===== src/rtl/fu_issue_seq.sv =====
// fu_issue_seq: requester-side issue sequencer for the fu operand/result port.
// Holds an 8x16 register file, launches one operation at a time to the fu,
// waits FU_LATENCY edges, then writes the result back and pulses a response.
module fu_issue_seq #(
    parameter int FU_LATENCY = 0,
    parameter int RF_DEPTH   = 8
) (
    input  logic        clk,
    input  logic        rst,
    input  logic        req_valid,
    output logic        req_ready,
    input  logic [3:0]  req_fs,
    input  logic [2:0]  req_rd,
    input  logic [2:0]  req_ra,
    input  logic [2:0]  req_rb,
    input  logic [15:0] req_imm,
    input  logic        req_use_imm,
    output logic [15:0] fu_a_out,
    output logic [15:0] fu_b_out,
    output logic [3:0]  fu_fs_out,
    input  logic [15:0] fu_f_in,
    input  logic        fu_z_in,
    input  logic        fu_n_in,
    output logic        rsp_valid,
    output logic [15:0] rsp_data,
    output logic        rsp_z,
    output logic        rsp_n,
    output logic        busy,
    input  logic [2:0]  dbg_addr,
    output logic [15:0] dbg_data
);

    typedef enum logic {IDLE, EXEC} state_t;

    localparam logic [2:0] LAT = 3'(FU_LATENCY);

    state_t      state_q, state_d;
    logic [2:0]  cnt_q, cnt_d;
    logic [2:0]  rd_q, rd_d;
    logic [15:0] rf_q [RF_DEPTH];
    logic [15:0] rf_d [RF_DEPTH];
    logic [15:0] fu_a_q, fu_a_d;
    logic [15:0] fu_b_q, fu_b_d;
    logic [3:0]  fu_fs_q, fu_fs_d;
    logic        rsp_valid_q, rsp_valid_d;
    logic [15:0] rsp_data_q, rsp_data_d;
    logic        rsp_z_q, rsp_z_d;
    logic        rsp_n_q, rsp_n_d;
    logic [15:0] rd_a, rd_b;

    // Combinational RF read ports; R0 is hard zero regardless of storage.
    always_comb begin
        rd_a     = (req_ra == 3'd0) ? 16'h0000 : rf_q[req_ra];
        rd_b     = (req_rb == 3'd0) ? 16'h0000 : rf_q[req_rb];
        dbg_data = (dbg_addr == 3'd0) ? 16'h0000 : rf_q[dbg_addr];
    end

    // Next-state: accept in IDLE, count down the fu latency in EXEC, then retire.
    always_comb begin
        state_d     = state_q;
        cnt_d       = cnt_q;
        rd_d        = rd_q;
        for (int i = 0; i < RF_DEPTH; i++) rf_d[i] = rf_q[i];
        fu_a_d      = fu_a_q;
        fu_b_d      = fu_b_q;
        fu_fs_d     = fu_fs_q;
        rsp_valid_d = 1'b0;
        rsp_data_d  = rsp_data_q;
        rsp_z_d     = rsp_z_q;
        rsp_n_d     = rsp_n_q;
        case (state_q)
            IDLE: begin
                if (req_valid) begin
                    fu_a_d  = rd_a;
                    fu_b_d  = req_use_imm ? req_imm : rd_b;
                    fu_fs_d = req_fs;
                    rd_d    = req_rd;
                    cnt_d   = LAT;
                    state_d = EXEC;
                end
            end
            EXEC: begin
                if (cnt_q != 3'd0) begin
                    cnt_d = cnt_q - 3'd1;
                end else begin
                    // Write lands this edge, so an op accepted next edge sees it.
                    if (rd_q != 3'd0) rf_d[rd_q] = fu_f_in;
                    rsp_data_d  = fu_f_in;
                    rsp_z_d     = fu_z_in;
                    rsp_n_d     = fu_n_in;
                    rsp_valid_d = 1'b1;
                    state_d     = IDLE;
                end
            end
            default: state_d = IDLE;
        endcase
    end

    // State register; reset drops any in-flight op without a write or response.
    always_ff @(posedge clk or posedge rst) begin
        if (rst) begin
            state_q     <= IDLE;
            cnt_q       <= 3'd0;
            rd_q        <= 3'd0;
            for (int i = 0; i < RF_DEPTH; i++) rf_q[i] <= 16'h0000;
            fu_a_q      <= 16'h0000;
            fu_b_q      <= 16'h0000;
            fu_fs_q     <= 4'h0;
            rsp_valid_q <= 1'b0;
            rsp_data_q  <= 16'h0000;
            rsp_z_q     <= 1'b0;
            rsp_n_q     <= 1'b0;
        end else begin
            state_q     <= state_d;
            cnt_q       <= cnt_d;
            rd_q        <= rd_d;
            for (int i = 0; i < RF_DEPTH; i++) rf_q[i] <= rf_d[i];
            fu_a_q      <= fu_a_d;
            fu_b_q      <= fu_b_d;
            fu_fs_q     <= fu_fs_d;
            rsp_valid_q <= rsp_valid_d;
            rsp_data_q  <= rsp_data_d;
            rsp_z_q     <= rsp_z_d;
            rsp_n_q     <= rsp_n_d;
        end
    end

    assign req_ready = (state_q == IDLE);
    assign busy      = (state_q == EXEC);
    assign fu_a_out  = fu_a_q;
    assign fu_b_out  = fu_b_q;
    assign fu_fs_out = fu_fs_q;
    assign rsp_valid = rsp_valid_q;
    assign rsp_data  = rsp_data_q;
    assign rsp_z     = rsp_z_q;
    assign rsp_n     = rsp_n_q;

endmodule


===== config.mk =====
export PLATFORM = sky130hd
export DESIGN_NAME = fu_issue_seq
export DESIGN_NICKNAME = d
export VERILOG_FILES = /design/src/rtl/fu_issue_seq.sv
export SDC_FILE = /design/constraint.sdc
export NUM_CORES = 1
export LEC_CHECK = 0
export BUFFER_PORTS_ARGS = -buffer_cell sky130_fd_sc_hd__buf_2
export CAP_MARGIN = 20
export CORE_UTILIZATION = 60
export DETAILED_ROUTE_END_ITERATION = 8
export PLACE_DENSITY_LB_ADDON = 0.15
export SETUP_SLACK_MARGIN = 0.02
export SYNTH_ARGS = -nofsm -noshare
export SYNTH_HDL_FRONTEND = slang
export SYNTH_SLANG_ARGS = --single-unit

===== constraint.sdc =====
create_clock -name clk -period 9.18 [get_ports clk]
set_clock_uncertainty 0.05 [all_clocks]
set_input_delay 0 -clock clk [delete_from_list [all_inputs] [get_ports clk]]
set_output_delay 0 -clock clk [all_outputs]
set_load 0.05 [all_outputs]

* Yosys cells after proc, flatten, opt, wreduce, memory -nomap -nowiden
Index checks and enable logic that the tools add are counted.
** Operators by class
- Add/sub/neg operators :: 1
- Magnitude comparators :: 5
- Eq/ne operators :: 2
- Reduce and logical (&&, ||, !) cells :: 10
- Bitwise logic cells :: 6
- Multiplexer cells :: 24
** Operator list (number)
- $mux 16 :: 11
- $bmux 16 s3 :: 3
- $bwmux 128 :: 1
- $demux 16 s3 :: 1
- $ge 4x4->1 const B :: 4
- $not 3->4 :: 4
- $logic_not 3->1 :: 3
- $mux 3 :: 2
- $pmux 3 s2 :: 1
- $reduce_and 2->1 :: 3
- $reduce_bool 3->1 :: 2
- $lt 4x1->1 const B :: 1
- $mux 1 :: 4
- $reduce_and 3->1 :: 1
- $sub 3x1->3 const B :: 1
- $ne 2x1->1 const B :: 1
- $ne 2x2->1 const B :: 1
- $not 1->1 :: 2
- $pmux 1 s2 :: 1
- $logic_and 1x1->1 :: 1
** Word-level totals
- Bits of input ports :: 54
- Register bits after elaboration :: 190
- Output and inout bits :: 73
- Word-level logic and storage cells :: 66

* Depth between registers and ports, before layout
- Word-level depth :: 6
- Mapped depth :: 8
- Depth with buffers taken out :: 7

* Worst setup path before layout
No wires, ideal clock.
- Path kind :: reg2reg
- From :: register state_q, in the netlist busy
- To :: register rf_q[17] (netlist bit)
- Setup slack :: 7.168 ns
- Stages on the path, launching flop included :: 6
- Data arrival time :: 1.837 ns
- Library setup time :: 0.125 ns
- Required time :: 9.005 ns
- Buffers on the path :: 2
- Clock period less this slack :: 2.012 ns
- Cells stage by stage :: dfrtp_1 > buf_4 > nand2_2 > nor3_4 > buf_4 > mux2_2
** On the way
- Longest elaborated chain between the ends :: 1
** RTL lines
- from (decl) :: RTL line 37 : state_t state_q, state_d;
- from (signal assigned) :: RTL line 114 : state_q <= state_d;
- $reduce_and 3->1 (no line)
- to (decl) :: RTL line 40 : logic [15:0] rf_q [RF_DEPTH];
No other way between the ends.
A chain may end at the register's enable or synchronous reset.

* Worst setup path after layout
- From :: register cnt_q[0]
- To :: register rf_q[22] (netlist bit)
** On the way
- Longest elaborated chain between the ends :: 3
** RTL lines
- from (decl) :: RTL line 38 : logic [2:0] cnt_q, cnt_d;
- from (signal assigned) :: RTL line 115 : cnt_q <= cnt_d;
- $reduce_bool 3->1 :: RTL line 83 : if (cnt_q != 3'd0) begin
- $not 1->1 (no line)
- $reduce_and 3->1 (no line)
No other way between the ends.

==> results.json <==
{
  "slew_headroom_pct": 22.8,
  "placed_area_um2": 10200,
  "synth_area_um2": 9500,
  "synth-edff-count": 0,
  "worstSetupEndpointType": "flip-flop",
  "dp_hpwl_mm": 16.0,
  "synth-seq-cells": 174,
  "dp.cells": 1038,
  "worst_slew_pin_slew_ns": 1.15,
  "cts-buffers-inserted": 17,
  "final_cell_area_um2": 11200,
  "cts_max_level": 4,
  "antenna_found_initial": 0,
  "synthFlopType": "dfrtp_1",
  "coreArea_um2": 15300,
  "track_usage_pct": 35.1,
  "async_flop_share_pct": 100,
  "grt_overflow": 0,
  "crit_family": "simple AND/OR/NAND/NOR gates",
  "netlist_instances": 750,
  "post_cts_buffers": 0,
  "synth_seq_area_share_pct": 45.9,
  "synth_area_leaders": "dfrtp_1, mux2_2, mux2i_1",
  "drv_slew": 0,
  "num_vias": 7394,
  "synth_top_area_share_pct": 45.9,
  "finalCriticalPeriod_ns": 2.96,
  "cp_slowest_cell": "nor3_4",
  "start_kind": "flip-flop",
  "wl_per_cell_um": 24.7,
  "hold_viol": 0,
  "nFillCells": 1085,
  "yosysUniqueCellTypes": 40,
  "drtIter0Drc": 763,
  "fmax_mhz": 338,
  "fin_cells": 1114,
  "path_class": "reg -> reg",
  "hold_path_class": "in -> reg",
  "fin_nets": 946,
  "clk_pin_slew_ns": 0.06,
  "synth.most_common_cell": "dfrtp_1",
  "crit_buf_inv": 1,
  "grt_max_degree": 89,
  "port_buffers": 126,
  "first_pass_iters": 5,
  "grt_pass1_wl_mm": 42.7,
  "crit_required_ns": 9.45,
  "diodes": 0,
  "gp_congestion": 0.892,
  "ff2ff_setup_slack_ns": 6.22,
  "wl_mm": 27.5,
  "setup_viol": 0,
  "layout-drive-gt1-share_pct": 41.7,
  "drtAntennaViolNets": 0,
  "cap_viol_max_count": 0,
  "vias_per_cell": 6.64,
  "cp_common_cell": "ha_1",
  "ys_top_cells_by_count": "dfrtp_1, mux2_2, mux2i_1",
  "root_buffer": "clkbuf_16",
  "fin_crit_sh_pct": 32.2,
  "cp.arrival_ns": 3.22,
  "die-height_um": 128,
  "power_mw": 3.99,
  "grt_pass1_vias": 7533,
  "post_synth.cell_area_avg_um2": 12.7,
  "yosysTopAreaCell": "dfrtp_1",
  "power_density_nw_per_um2": 355,
  "ys_warn_count": 0,
  "status": "complete, no violations",
  "rows": 45,
  "route.detailed.drc": 0,
  "clock-sinks": 174,
  "ir_worst_vdd_mv": 0.191,
  "initial_utilization_pct": 62.0,
  "rsz0062_at_grt": "no",
  "cp_cell_sequence": "inv_1, ha_1, ha_1, nand2_2, nor3_4, mux2_2",
  "die-area_um2": 16300,
  "clkLatencyLatePin_ns": 0.43,
  "leakage_nw": 5.20,
  "syn_nets": 806,
  "area_growth_pct": 18.4,
  "ios": 127,
  "die_w_um": 128,
  "setup_tns_ns": 0,
  "cts_tree": "built",
  "critical_path.max_fanout": 23,
  "cpPeakStageDelay_ns": 0.97,
  "clk_path_buf_depth": 2
}
[per-layer routing]
layer	part of all wire, %	vias up	global-route usage, %
met5	0	-	0
met4	3.6	0	17.9
met3	8.2	88	6.18
met2	48	449	57.0
met1	40	3723	45.6
li1	-	3134	-
[logic make-up (layout without fill, tap and decap cells)]
family	after synthesis	in the layout	synth area share (%)
mux	260	260	32.6
flops	174	174	45.9
compound gates	136	136	11.6
simple gates	94	94	5.13
buf+inv	84	237	4.60
fa+ha+maj	2	2	0.263
[cell usage in the layout (no fill, tap or decap), types with 7 or more instances in the layout]
cell and count:
nor2_1 16, a22oi_1 14, mux4_2 17, clkbuf_16 17, mux2_4 16, o22a_1 7
o221ai_1 13, buf_2 126, dlygate4sd3_1 43, a21oi_1 16, inv_1 23, buf_4 10
and3_1 9, o21ai_0 19, a221o_1 17, dfrtp_1 174, mux2i_1 67, mux2_2 158
a221oi_1 35, nand2_1 44
[power by group]
group	internal (mW)	leakage, nW	switching [mW]
clock	0.481	0.300	0.305
sequential	1.13	2.17	0.344
combinational	0.711	2.73	1.02
[registers in the layout, summed over array words and instances, names as in the netlist]
signal,count
cnt_q,3
fu_a_out,16
busy,1
rsp_data,16
fu_b_out,16
rsp_valid,1
rd_q,3
rsp_n,1
rsp_z,1
fu_fs_out,4
rf_q,112
[worst paths after layout]
| path | startpoint | to | depth (start not counted) |
|---|---|---|---|
| max | cnt_q[0] | rf_q[22] | 6 |
| min in group asynchronous | rst | rsp_data[9] | 3 |
| max in group asynchronous | rst | rf_q[102] | 5 |
| min | req_use_imm | fu_b_out[13] | 3 |
| max reg2reg | cnt_q[0] | rf_q[22] | 6 |
| min reg2reg | fu_fs_out[3] | fu_fs_out[3] | 2 |
[cell type report]
| cell class | count | area [um^2] | area share [%] |
|---|---|---|---|
| Sequential cell | 174 | 4350 | 38.7 |
| Tap cell | 211 | 264 | 2.35 |
| Clock buffer | 20 | 437 | 3.88 |
| Multi-Input combinational cell | 492 | 4710 | 41.9 |
| Timing Repair Buffer | 181 | 1190 | 10.6 |
| Clock inverter | 12 | 193 | 1.71 |
| Inverter | 24 | 95.1 | 0.846 |
[through the flow]
stage          setup WS (ns)  hold slack, ns  utilization (%)
6_report                6.22           0.158             73.4
5_1_grt                 6.03           0.148             73.4
3_5_place_dp            6.22           0.152             66.3
2_1_floorplan           4.41          0.0458                -
4_1_cts                 6.21           0.142             73.3
3_3_place_gp            6.35           0.138             66.2
[tightest hold or removal path: stages]
cell and delay [ns]:
buf_2 0.30, and3_1 0.21, a221o_1 0.10
[what timing repair did]
action / CTS / global route
resized for setup: 0 / 0
hold buffers: 43 / 0
hold endpoints to repair: 244 / 0
(Power assumes the default switching activity.)
